==> src/rtl/knight_anim_addr_gen_if.sv <==
// -----------------------------------------------------------------------------
// knight_anim_addr_gen_if
// Bundles the pixel-scan inputs, the knight pose/physics inputs and the sprite
// ROM lookup outputs of knight_anim_addr_gen.
//   DrawX, DrawY        : current pixel coordinates (10 bits each)
//   blank               : high while the pixel is in the visible region
//   knight_x, knight_y  : sprite top-left corner (10 bits each)
//   facing_left         : mirror the sprite horizontally
//   jump_req            : level request to start a jump
//   on_ground           : physics reports the knight has landed
//   rom_address         : 14-bit sprite ROM word address
//   sprite_hit          : pixel lies inside the visible sprite box
//   anim_state          : 00 IDLE, 01 JUMP_RISE, 10 JUMP_FALL
// master drives the inputs (video/physics side), slave is the generator.
// -----------------------------------------------------------------------------
interface knight_anim_addr_gen_if;
  logic [9:0]  DrawX;
  logic [9:0]  DrawY;
  logic        blank;
  logic [9:0]  knight_x;
  logic [9:0]  knight_y;
  logic        facing_left;
  logic        jump_req;
  logic        on_ground;
  logic [13:0] rom_address;
  logic        sprite_hit;
  logic [1:0]  anim_state;

  modport master (
    output DrawX, DrawY, blank, knight_x, knight_y, facing_left, jump_req, on_ground,
    input  rom_address, sprite_hit, anim_state
  );

  modport slave (
    input  DrawX, DrawY, blank, knight_x, knight_y, facing_left, jump_req, on_ground,
    output rom_address, sprite_hit, anim_state
  );
endinterface

==> src/rtl/knight_anim_addr_gen.sv <==
// -----------------------------------------------------------------------------
// knight_anim_addr_gen
// Generates the sprite ROM address for the knight character and runs its
// jump animation (IDLE -> JUMP_RISE -> JUMP_FALL -> IDLE). The animation only
// advances once per display frame, on the last visible pixel (639,479).
// Ports:
//   vga_clk : single clock for all logic
//   reset_n : asynchronous active-low reset
//   bus     : knight_anim_addr_gen_if.slave (pixel, pose, physics, ROM outputs)
// rom_address / sprite_hit are registered: one vga_clk after the pixel.
// -----------------------------------------------------------------------------
module knight_anim_addr_gen #(
  parameter int SPR_W       = 50,
  parameter int SPR_H       = 64,
  parameter int RISE_FRAMES = 16,
  parameter int HOLD        = 6
) (
  input  logic                   vga_clk,
  input  logic                   reset_n,
  knight_anim_addr_gen_if.slave  bus
);

  typedef enum logic [1:0] {
    ST_IDLE = 2'b00,
    ST_RISE = 2'b01,
    ST_FALL = 2'b10
  } state_e;

  localparam int HOLD_W = (HOLD > 1) ? $clog2(HOLD) : 1;
  localparam int RISE_W = (RISE_FRAMES > 1) ? $clog2(RISE_FRAMES) : 1;

  localparam logic [HOLD_W-1:0] HOLD_LAST   = HOLD_W'(HOLD - 1);
  localparam logic [RISE_W-1:0] RISE_LAST   = RISE_W'(RISE_FRAMES - 1);
  localparam logic [13:0]       FRAME_WORDS = 14'(SPR_W * SPR_H);
  localparam logic [13:0]       ROW_WORDS   = 14'(SPR_W);
  localparam logic [13:0]       COL_LAST    = 14'(SPR_W - 1);
  localparam logic [10:0]       X_SPAN      = 11'(SPR_W);
  localparam logic [10:0]       Y_SPAN      = 11'(SPR_H);

  // Advance the frame index by one, holding it once it reaches limit.
  function automatic logic [1:0] frame_inc_sat(input logic [1:0] frame, input logic [1:0] limit);
    logic [1:0] nxt;
    if (frame >= limit) begin
      nxt = limit;
    end else begin
      nxt = frame + 2'd1;
    end
    return nxt;
  endfunction

  state_e              state_q, state_d;
  logic [1:0]          frame_q, frame_d;
  logic [HOLD_W-1:0]   hold_q, hold_d;
  logic [RISE_W-1:0]   rise_q, rise_d;
  logic                sprite_hit_q, sprite_hit_d;
  logic [13:0]         rom_address_q, rom_address_d;

  logic                frame_tick_s;
  logic                in_box_s;
  logic [9:0]          lx_s;
  logic [9:0]          ly_s;
  logic [13:0]         col_s;
  logic [10:0]         x_end_s;
  logic [10:0]         y_end_s;

  assign frame_tick_s = (bus.DrawX == 10'd639) && (bus.DrawY == 10'd479);

  // Animation state register and counters.
  always_ff @(posedge vga_clk or negedge reset_n) begin
    if (!reset_n) begin
      state_q <= ST_IDLE;
      frame_q <= 2'd0;
      hold_q  <= '0;
      rise_q  <= '0;
    end else begin
      state_q <= state_d;
      frame_q <= frame_d;
      hold_q  <= hold_d;
      rise_q  <= rise_d;
    end
  end

  // Next animation state; everything holds except on the frame tick.
  always_comb begin
    state_d = state_q;
    frame_d = frame_q;
    hold_d  = hold_q;
    rise_d  = rise_q;
    if (frame_tick_s) begin
      case (state_q)
        ST_IDLE: begin
          frame_d = 2'd0;
          hold_d  = '0;
          rise_d  = '0;
          if (bus.jump_req) begin
            state_d = ST_RISE;
          end else begin
            state_d = ST_IDLE;
          end
        end
        ST_RISE: begin
          // The end of the rise overrides any hold-count frame advance.
          if (rise_q == RISE_LAST) begin
            state_d = ST_FALL;
            frame_d = 2'd2;
            hold_d  = '0;
            rise_d  = '0;
          end else begin
            rise_d = rise_q + RISE_W'(1);
            if (hold_q == HOLD_LAST) begin
              hold_d  = '0;
              frame_d = frame_inc_sat(frame_q, 2'd1);
            end else begin
              hold_d = hold_q + HOLD_W'(1);
            end
          end
        end
        ST_FALL: begin
          // Landing wins over the hold-count advance.
          if (bus.on_ground) begin
            state_d = ST_IDLE;
            frame_d = 2'd0;
            hold_d  = '0;
            rise_d  = '0;
          end else if (hold_q == HOLD_LAST) begin
            hold_d  = '0;
            frame_d = frame_inc_sat(frame_q, 2'd3);
          end else begin
            hold_d = hold_q + HOLD_W'(1);
          end
        end
        default: begin
          state_d = ST_IDLE;
          frame_d = 2'd0;
          hold_d  = '0;
          rise_d  = '0;
        end
      endcase
    end else begin
      state_d = state_q;
      frame_d = frame_q;
      hold_d  = hold_q;
      rise_d  = rise_q;
    end
  end

  // Sprite box test and ROM address for the current pixel.
  always_comb begin
    // 11-bit ends so a box hanging past x/y=1023 does not wrap to small values.
    x_end_s  = {1'b0, bus.knight_x} + X_SPAN;
    y_end_s  = {1'b0, bus.knight_y} + Y_SPAN;
    in_box_s = (bus.DrawX >= bus.knight_x) && ({1'b0, bus.DrawX} < x_end_s) &&
               (bus.DrawY >= bus.knight_y) && ({1'b0, bus.DrawY} < y_end_s);
    lx_s     = bus.DrawX - bus.knight_x;
    ly_s     = bus.DrawY - bus.knight_y;
    if (bus.facing_left) begin
      col_s = COL_LAST - {4'd0, lx_s};
    end else begin
      col_s = {4'd0, lx_s};
    end
    sprite_hit_d = in_box_s && bus.blank;
    if (sprite_hit_d) begin
      rom_address_d = ({12'd0, frame_q} * FRAME_WORDS) + ({4'd0, ly_s} * ROW_WORDS) + col_s;
    end else begin
      rom_address_d = 14'd0;
    end
  end

  // Output registers: one vga_clk behind DrawX/DrawY.
  always_ff @(posedge vga_clk or negedge reset_n) begin
    if (!reset_n) begin
      sprite_hit_q  <= 1'b0;
      rom_address_q <= 14'd0;
    end else begin
      sprite_hit_q  <= sprite_hit_d;
      rom_address_q <= rom_address_d;
    end
  end

  assign bus.sprite_hit  = sprite_hit_q;
  assign bus.rom_address = rom_address_q;
  assign bus.anim_state  = state_q;

endmodule
==> src/flat_wrapper.sv <==
// flat-port wrapper written by rule: the top's interface ports become plain ports
module knight_anim_addr_gen_flat 
#(
  parameter int SPR_W       = 50,
  parameter int SPR_H       = 64,
  parameter int RISE_FRAMES = 16,
  parameter int HOLD        = 6
)
  (vga_clk, reset_n, bus_DrawX, bus_DrawY, bus_blank, bus_knight_x, bus_knight_y, bus_facing_left, bus_jump_req, bus_on_ground, bus_rom_address, bus_sprite_hit, bus_anim_state);
  knight_anim_addr_gen_if bus_i ();
  input  logic vga_clk;
  input  logic reset_n;
  input wire logic [$bits(bus_i.DrawX)-1:0] bus_DrawX;
  input wire logic [$bits(bus_i.DrawY)-1:0] bus_DrawY;
  input wire logic [$bits(bus_i.blank)-1:0] bus_blank;
  input wire logic [$bits(bus_i.knight_x)-1:0] bus_knight_x;
  input wire logic [$bits(bus_i.knight_y)-1:0] bus_knight_y;
  input wire logic [$bits(bus_i.facing_left)-1:0] bus_facing_left;
  input wire logic [$bits(bus_i.jump_req)-1:0] bus_jump_req;
  input wire logic [$bits(bus_i.on_ground)-1:0] bus_on_ground;
  output wire logic [$bits(bus_i.rom_address)-1:0] bus_rom_address;
  output wire logic [$bits(bus_i.sprite_hit)-1:0] bus_sprite_hit;
  output wire logic [$bits(bus_i.anim_state)-1:0] bus_anim_state;
  assign bus_i.DrawX = bus_DrawX;
  assign bus_i.DrawY = bus_DrawY;
  assign bus_i.blank = bus_blank;
  assign bus_i.knight_x = bus_knight_x;
  assign bus_i.knight_y = bus_knight_y;
  assign bus_i.facing_left = bus_facing_left;
  assign bus_i.jump_req = bus_jump_req;
  assign bus_i.on_ground = bus_on_ground;
  assign bus_rom_address = bus_i.rom_address;
  assign bus_sprite_hit = bus_i.sprite_hit;
  assign bus_anim_state = bus_i.anim_state;
  knight_anim_addr_gen #(.SPR_W(SPR_W), .SPR_H(SPR_H), .RISE_FRAMES(RISE_FRAMES), .HOLD(HOLD)) u_core (.vga_clk(vga_clk), .reset_n(reset_n), .bus(bus_i));
endmodule
==> config.mk <==
export PLATFORM = sky130hd
export DESIGN_NAME = knight_anim_addr_gen_flat
export DESIGN_NICKNAME = d
export VERILOG_FILES = /design/src/rtl/knight_anim_addr_gen_if.sv /design/src/rtl/knight_anim_addr_gen.sv /design/src/flat_wrapper.sv
export SDC_FILE = /design/constraint.sdc
export NUM_CORES = 1
export LEC_CHECK = 0
export BUFFER_PORTS_ARGS = -buffer_cell sky130_fd_sc_hd__buf_2
export CAP_MARGIN = 5
export CORE_MARGIN = 10
export CORE_UTILIZATION = 45
export DETAILED_ROUTE_END_ITERATION = 8
export PLACE_DENSITY = 0.73
export RECOVER_POWER = 100
export SYNTH_ARGS = -nofsm -noshare
export SYNTH_HDL_FRONTEND = slang
export SYNTH_SLANG_ARGS = --single-unit
==> constraint.sdc <==
create_clock -name vga_clk -period 8 [get_ports vga_clk]
set_input_delay 0.8 -clock vga_clk [delete_from_list [all_inputs] [get_ports vga_clk]]
set_output_delay 0.8 -clock vga_clk [all_outputs]
set_load 0.02 [all_outputs]
Word level (Yosys, flattened, before mapping)
Cells that the tools add are included.
{"block": "word_totals", "mem_bits_rw": 0, "mem_bits_ro": 0, "latch_bits": 0, "ff_bits": 26, "mem_count": 0}
{"block": "op_classes", "eq_ne": 10, "n_lt_le_gt_ge": 6, "n_div": 0, "n_mul": 2, "add_sub_neg": 10, "mux": 20, "reduce_logical": 9, "bitwise_logic": 0, "shift": 0}
{"cell": "14-bit adder", "n": 2}
{"cell": "14-bit two-way mux", "n": 2}
{"cell": "10-bit by 11-bit < comparator with 1-bit output", "n": 2}
{"cell": "10-bit >= comparator", "n": 2}
{"cell": "10-bit subtractor", "n": 2}
{"cell": "2-bit two-way mux", "n": 8}
{"cell": "10-bit by 5-bit multiplier with 13-bit output, second input constant", "n": 1}
{"cell": "10-bit by 6-bit adder with 11-bit output, second input constant", "n": 1}
{"cell": "10-bit by 7-bit adder with 11-bit output, second input constant", "n": 1}
{"cell": "6-bit by 10-bit subtractor with 11-bit output, first input constant", "n": 1}
{"cell": "10-bit equality test, second input constant", "n": 1}
{"cell": "10-bit by 9-bit equality test with 1-bit output, second input constant", "n": 1}
{"cell": "3-bit two-way mux", "n": 3}
{"cell": "4-bit two-way mux", "n": 2}
{"cell": "4-bit case mux with 2 select lines", "n": 1}
{"cell": "2-bit by 5-bit multiplier with 7-bit output, second input constant", "n": 1}
{"cell": "2-bit case mux with 3 select lines", "n": 1}
{"cell": "3-bit case mux with 2 select lines", "n": 1}
{"cell": "3-bit AND reduction", "n": 2}
{"cell": "1-bit logical AND", "n": 5}
{"cell": "4-bit by 1-bit adder with 4-bit output, second input constant", "n": 1}
{"cell": "4-bit equality test, second input constant", "n": 1}
{"cell": "2-bit case mux with 2 select lines", "n": 1}
{"cell": "3-bit by 1-bit adder with 3-bit output, second input constant", "n": 1}
{"cell": "13 further kinds", "n": 13}

Logic depth before layout (Yosys ltp)
Gate-level depths: netlist of run 1.
{"block": "logic_depth", "depth_word": 7, "mapped_depth": 27, "depth_no_buf": 27}

Least setup slack after synthesis of run 1
Ideal clock, no wire load.
{"block": "synth_timing", "kind": "input -> register", "startpoint": "in bus_DrawY[0]", "endpoint": "reg u_core.rom_address_q[13], in the netlist u_core.bus.rom_address[13]", "t_arrival_ns": 5.813, "n_path_buf": 0, "stages": 27, "path_slack_ns": 2.061, "required_time_ns": 7.874, "path_cell_list": "inv_1 > ha_1 > inv_1 > fa_1 > nand3_1 > nand2_1 > a21o_1 > a21oi_1 > xnor2_1 > ha_1 > ha_1 > inv_1 > fa_1 > inv_1 > ha_1 > nand3_1 > nand3_1 > nor2_1 > xor2_1 > fa_1 > inv_1 > ha_1 > or2_2 > a21oi_1 > a21oi_1 > xnor3_1 > nor2b_1"}
{"block": "synth_via", "elab_chain_len": 5, "elab_cells_between_ends": 10, "classes_between": "add/sub: 3; mul: 1; order compare: 2; mux: 1; reduce/logical: 3"}
{"element": "from (decl)", "line_no": "flat_wrapper.sv:14", "rtl": "input wire logic [$bits(bus_i.DrawY)-1:0] bus_DrawY;"}
{"element": "10-bit subtractor / 10-bit >= comparator (equally long branches)", "line_no": "knight_anim_addr_gen.sv:155, knight_anim_addr_gen.sv:153"}
{"element": "10-bit by 5-bit multiplier with 13-bit output / 1-bit logical AND (equally long branches)", "line_no": "knight_anim_addr_gen.sv:163, knight_anim_addr_gen.sv:152"}
{"element": "14-bit adder / 1-bit logical AND (equally long branches)", "line_no": "knight_anim_addr_gen.sv:163, knight_anim_addr_gen.sv:153"}
{"element": "14-bit adder / 1-bit logical AND (equally long branches)", "line_no": "knight_anim_addr_gen.sv:163, knight_anim_addr_gen.sv:161"}
{"element": "14-bit two-way mux (*)", "line_no": "knight_anim_addr_gen.sv:162", "rtl": "if (sprite_hit_d) begin"}
{"element": "named net u_core.rom_address_d[13]", "line_no": "knight_anim_addr_gen.sv:56", "rtl": "logic [13:0] rom_address_q, rom_address_d;"}
{"element": "to (signal assigned)", "line_no": "knight_anim_addr_gen.sv:176", "rtl": "rom_address_q <= rom_address_d;"}
{"element": "to (decl)", "line_no": "knight_anim_addr_gen.sv:56"}
The timed path passes the listed nets; every way through them passes the cells marked *.
A chain may end at the register's enable or synchronous reset.

Worst setup path in the final report of run 1
Ends and elaborated chain as after synthesis.

==> reports/qor.txt, run 1 <==
status -> complete, no violations
M1 GR Usage -> 16.6%
sw frac -> 49.7%
per-cell routed wire length -> 13.5 um
startpoint types -> primary input
syn_area_per_cell -> 8.37 sq um
Worst EP required -> 8130 ps
# DRC -> 0
reg2reg start -> u_core.frame_q[0]
top-level port count -> 63
Antenna Nets Post-Route -> 0
Port Buf Inserts -> 62
RePlAce Congestion -> 0.830
crit path max-delay cell type -> fa_1
Max Fclk -> 160 MHz
clock buffer count from CTS -> 3
Tightest Hold Check Type -> flip-flop to flip-flop
DP Wirelength -> 8310 um
largest net degree at the start of global routing -> 27
fin crit share -> 77.9%
synthesis warning total -> 0
die height -> 117 um
Util after Layout -> 51.2%
final wirelength -> 9440 um
crit path kind -> primary input to flip-flop
core area -> 9240 sq um
Worst Min Path Start -> u_core.rise_q[3]
Synth area leaders -> ha_1, dfrtp_1, xnor2_1, fa_1, inv_1
Worst Tran Pin Value -> 1320 ps
TritonCTS clock tree -> built
most frequent cells in the layout -> ha_1, inv_1, nand2_1
die span in x -> 117 um
vias in the first global route -> 3859
Rows -> 35
GR peak layer -> met2
clk slew on worst S/H paths -> 80 ps
worst reg2reg path endpoint -> u_core.bus.rom_address[13]
setup slack at placement -> 1500 ps
Critical Path Fanout Max -> 5
Synth area leader -> ha_1
reg2reg path depth -> 11
worst reg2reg setup slack -> 4890 ps
ys async rst share -> 100%
MaxCap Viol Count -> 0
Post-CTS Hold Fix Bufs -> 0
met2 usage -> 25.5%
clock root buffer -> clkbuf_8
post-CTS setup buffers -> 0
final net count -> 721
Iter 0 DRT Violations -> 122
final hold violation count -> 0
synthesized area -> 4250 sq um
global-route wire length before repair -> 16200 um
Yosys cell types -> 56
Clock Skew -> 1.94 ps
Int Pwr -> 0.938 mW
register bit count reported by yosys -> 26
WP data arrival -> 6370 ps
commonest non-fill, non-tap cell in the layout -> ha_1
Die Area -> 13700 sq um
Post-Synthesis Cells -> 508
ys flop type -> dfrtp_1
maximum vdd drop -> 234 uV
dpl cells -> 695
Critical Path Sink Type -> flip-flop
Final Instance Count excl. Fillers -> 699
vias per cell -> 5.35
clock power share -> 4.4%
Post-synth EDFFs -> 0
H-tree levels -> 1
setup TNS -> 0 ps
setup slack after layout -> 1760 ps
Yosys top cell area share -> 26.8%
CP peak stage delay -> 540 ps
routing usage on met3 -> 2.29%
relative slew slack -> 11.9%
max-slew violation count -> 0
initial antenna violation count -> 1
Initial DRT Pass Iterations -> 5
LEAKAGE -> 2.43 nW
CTS Buffer Depth -> 2
RSZ-0062 raised after global routing -> no
Total GRT Usage -> 13.8%
switching power -> 0.925 mW
Sink Count -> 26
CP Buf/Inv Count -> 6
Sequential Power Share -> 7.5%
Comb pwr share -> 88.0%
area grow syn2layout -> 11.3%
Initial Utilization -> 46.0%
# diodes -> 0
routed via count -> 3741
crit-path leading delay family -> adder cells
pwr dens -> 394 nW/um^2
GRT overflow -> 0
clk_lat worst skew -> 260 ps
hold depth -> 1
Min Clock Period, post-route -> 6240 ps
Syn Nets -> 658
final setup violation count -> 0
Hold Path Sink -> u_core.rise_q[3]
fraction of layout cells with a size suffix above 1 -> 9.82%
Resized Gates After CTS -> 0
Seq/Total Area, Yosys -> 15.3%
==> synth_stat cells (3+ instances only) <==
master / count
ha_1: 91
inv_1: 68
nand2_1: 46
nor2_1: 36
xnor2_1: 31
dfrtp_1: 26
a21oi_1: 25
nor3_1: 16
o21ai_0: 16
xor2_1: 16
fa_1: 13
nand3_1: 11
nor2b_1: 11
a21o_1: 9
nand4_1: 9
and3_1: 4
nand2b_1: 4
nand4b_1: 4
o21a_1: 4
o21bai_1: 4
or3_1: 4
a31oi_1: 3
clkbuf_1: 3
mux2i_1: 3
nor4b_1: 3
o2111ai_1: 3
o21ai_1: 3
or2_2: 3
==> worst max-delay path by stage <==
stage	cells past startpoint	end	from	slack [ps]
6_report	28	u_core.bus.rom_address[13]	bus_DrawY[0]	1760
3_5_place_dp	28	u_core.bus.rom_address[13]	bus_DrawY[0]	1500
3_3_place_gp	28	u_core.bus.rom_address[13]	bus_DrawY[0]	1710
2_1_floorplan	27	u_core.bus.rom_address[13]	bus_DrawY[0]	2060
5_1_grt	28	u_core.bus.rom_address[13]	bus_DrawY[0]	1460
4_1_cts	28	u_core.bus.rom_address[13]	bus_DrawY[0]	1780
==> final cells by class <==
cell class / count / area [sq um]
sequential: 26 / 651
tap: 129 / 161
multi-input combinational: 410 / 3330
clock buffer: 4 / 55.1
inverter: 68 / 255
timing repair buffer: 62 / 285
fill: 900 / 4510
==> kinds of logic after synthesis <==
family / share of synthesized area [%]
AND/OR/NAND/NOR: 19.3
XOR/XNOR: 10.7
flip-flops: 15.3
multiplexers: 1.24
AO/OA/AOI/OAI: 14.0
buffers and inverters: 6.53
adder cells (fa/ha/maj): 32.9
==> routing by layer <==
metal  vias to the layer above  share of wire [%]
met1                      1760                 45
met2                        81                 49
li1                       1892                  -
met4                         0               0.75
met5                         -                  0
met3                         8                5.5
==> state kept, by name, summed over array words and instances, names as in the netlist <==
name	flops
u_core.bus.sprite_hit	1
u_core.frame_q	2
u_core.bus.rom_address	14
u_core.bus.anim_state	2
u_core.rise_q	4
u_core.hold_q	3
==> worst register-to-register path, cell delays in order, from the launching register on <==
cell and delay [ps]:
dfrtp_1 530, inv_1 140, ha_1 330, inv_1 60, fa_1 470, inv_1 40, ha_1 340, or2_2 320
a21oi_1 180, a21oi_1 80, xnor3_1 340, nor2b_1 130
==> through the flow <==
stage                     hold WS (ps)  instance area, sq um  total power [mW]
after floorplan                    447                  4250              1.48
after global placement             467                  4700              1.70
after detailed placement           484                  4700              1.77
after CTS                          507                  4760              1.86
after global routing               518                  4730              2.10
final                              502                  4730              1.86
==> power groups by stage <==
stage	Sequential, mW	Clock [mW]	Combinational, mW
after floorplan	0.153	0	1.33
after global placement	0.143	0	1.55
after detailed placement	0.143	0	1.63
after CTS	0.140	0.0848	1.64
after global routing	0.141	0.0907	1.87
final	0.140	0.0829	1.64
(Power assumes the default switching activity.)
==> run 2: changes to the inputs <==
==> constraint.sdc (replaced) <==
create_clock -name vga_clk -period 6.1 [get_ports vga_clk]
set_input_delay 0.61 -clock vga_clk [delete_from_list [all_inputs] [get_ports vga_clk]]
set_output_delay 0.61 -clock vga_clk [all_outputs]
set_load 0.02 [all_outputs]
==> reports/qor.txt, run 2 (synthesis results as in run 1) <==
final net count -> 723 (was 721)
clock root buffer -> clkbuf_8 (unchanged)
RSZ-0062 raised after global routing -> no (unchanged)
Util after Layout -> 51.8% (was 51.2%)
beginning of the critical path -> bus_DrawY[0] (unchanged)
final wirelength -> 9410 um (was 9440 um)
sw frac -> 48.3% (was 49.7%)
MaxCap Viol Count -> 0 (unchanged)
post-CTS setup buffers -> 0 (unchanged)
RePlAce Congestion -> 0.824 (was 0.830)
top-level port count -> 63 (unchanged)
Int Pwr -> 1.31 mW (was 0.938 mW)
DP Wirelength -> 8260 um (was 8310 um)
reg2reg start -> u_core.frame_q[0] (unchanged)
max-slew violation count -> 0 (unchanged)
die height -> 117 um (unchanged)
LEAKAGE -> 2.44 nW (was 2.43 nW)
reg2reg path depth -> 11 (unchanged)
maximum vdd drop -> 335 uV (was 234 uV)
Total GRT Usage -> 13.8% (about the same)
crit path kind -> primary input to flip-flop (unchanged)
clk_lat worst skew -> 270 ps (was 260 ps)
Clock Skew -> 5.28 ps (was 1.94 ps)
pwr dens -> 529 nW/um^2 (was 394 nW/um^2)
switching power -> 1.22 mW (was 0.925 mW)
Initial DRT Pass Iterations -> 4 (was 5)
Critical Path Fanout Max -> 3 (was 5)
hold slack final -> 505 ps (was 502 ps)
placed instance area -> 4720 sq um (was 4700 sq um)
Max Fclk -> 174 MHz
Comb pwr share -> 88.4% (was 88.0%)
fraction of layout cells with a size suffix above 1 -> 11.2% (was 9.82%)
worst reg2reg setup slack -> 3120 ps (was 4890 ps)
relative slew slack -> 8.38% (was 11.9%)
Worst Tran Pin Value -> 1370 ps (was 1320 ps)
Min Clock Period, post-route -> 5740 ps
max FFs per register -> 14 (unchanged)
H-tree levels -> 1 (unchanged)
Power Total -> 2.53 mW (was 1.86 mW)
Hold Path Sink -> u_core.rise_q[3] (unchanged)
Tightest Hold Check Type -> flip-flop to flip-flop (unchanged)
global-route wire length before repair -> 15900 um (was 16200 um)
Die Area -> 13700 sq um (unchanged)
vias in the first global route -> 3725 (was 3859)
# DRC -> 0 (unchanged)
clock power share -> 4.3% (was 4.4%)
setup slack at placement -> -42.6 ps (was 1500 ps)
final setup violation count -> 0 (unchanged)
Final Cell Area -> 4780 sq um (was 4730 sq um)
Worst EP required -> 6230 ps (was 8130 ps)
Iter 0 DRT Violations -> 114 (was 122)
Worst Min Path Start -> u_core.rise_q[3] (unchanged)
worst reg2reg path endpoint -> u_core.bus.rom_address[13] (unchanged)
final hold violation count -> 0 (unchanged)
clk slew on worst S/H paths -> 90 ps (was 80 ps)
GRT overflow -> 0 (unchanged)
status -> complete, no violations (unchanged)
clock buffer count from CTS -> 3 (unchanged)
most frequent cells in the layout -> ha_1, inv_1, nand2_1 (unchanged)
vias per cell -> 5.24 (was 5.35)
Rows -> 35 (unchanged)
CTS Buffer Depth -> 2 (unchanged)
Sink Count -> 26 (unchanged)
Initial Utilization -> 46.0% (unchanged)
setup slack after layout -> 361 ps (was 1760 ps)
routed via count -> 3671 (was 3741)
initial antenna violation count -> 1 (unchanged)
hold depth -> 1 (unchanged)
largest net degree at the start of global routing -> 27 (unchanged)
startpoint types -> primary input (unchanged)
Port Buf Inserts -> 62 (unchanged)
die span in x -> 117 um (unchanged)
WP data arrival -> 5870 ps (was 6370 ps)
Sequential Power Share -> 7.3% (was 7.5%)
commonest non-fill, non-tap cell in the layout -> ha_1 (unchanged)
Antenna Nets Post-Route -> 0 (unchanged)
area grow syn2layout -> 12.4% (was 11.3%)
fin crit share -> 94.1%
TritonCTS clock tree -> built (unchanged)
per-cell routed wire length -> 13.4 um (was 13.5 um)
core area -> 9240 sq um (unchanged)
Critical Path Sink Type -> flip-flop (unchanged)
# diodes -> 0 (unchanged)
-- run 2: metal layers --
layer	share of wire [%]	GRT usage, %	vias up
met5	0	0	-
met4	0.63	2.31	0
met1	46	16.7	1696
li1	-	-	1895
met3	4.4	2.14	4
met2	49	25.2	76
-- run 2: critical path, stage by stage --
cell and delay [ps]:
buf_2 100, inv_1 60, ha_1 160, inv_1 50
fa_1 410, xor2_1 360, ha_1 320, ha_1 320
fa_1 460, ha_1 350, a21oi_1 210, o21bai_1 90
a21oi_1 210, o21bai_1 100, a21oi_1 180, xnor2_1 110
fa_1 430, xor2_1 180, xnor2_1 170, xnor2_1 150
xnor3_1 270, xnor2_1 190, xnor3_1 220, nor2b_1 140
-- run 2: area by class of cell --
type                    instances  area, sq um
clock buffers                   4         55.1
fillers                       882         4460
inverters                      68          255
multi-input cells             410         3360
well taps                     129          161
flip-flops and latches         26          651
repair buffers                 64          300
-- run 2: timing repair --
item,4_1_cts,5_1_grt
endpoints found under the hold margin,0,0
hold buffers,0,0
endpoints found under the setup margin,0,1
gates resized for setup,0,6
-- run 2: power by group through the flow --
stage	registers, mW	logic, mW	clock network [mW]
global placement	0.187	2.08	0
detailed placement	0.188	2.16	0
CTS	0.184	2.17	0.115
finish	0.185	2.23	0.110
floorplan	0.200	1.74	0
global route	0.186	2.57	0.122
-- run 2: how the worst max path moves through the flow --
stage                                 endpoint  slack (ps)  cells past startpoint
floorplan           u_core.bus.rom_address[13]         350                     27
global placement    u_core.bus.rom_address[13]          90                     28
detailed placement  u_core.bus.rom_address[13]         -40                     28
CTS                 u_core.bus.rom_address[13]         230                     28
global route        u_core.bus.rom_address[13]          10                     25
finish              u_core.bus.rom_address[13]         360                     24
-- run 2: stage by stage --
stage	instances	TNS, ps
finish	701	0
global route	701	0
CTS	701	0
detailed placement	697	-42.6
global placement	697	0
floorplan	508	0
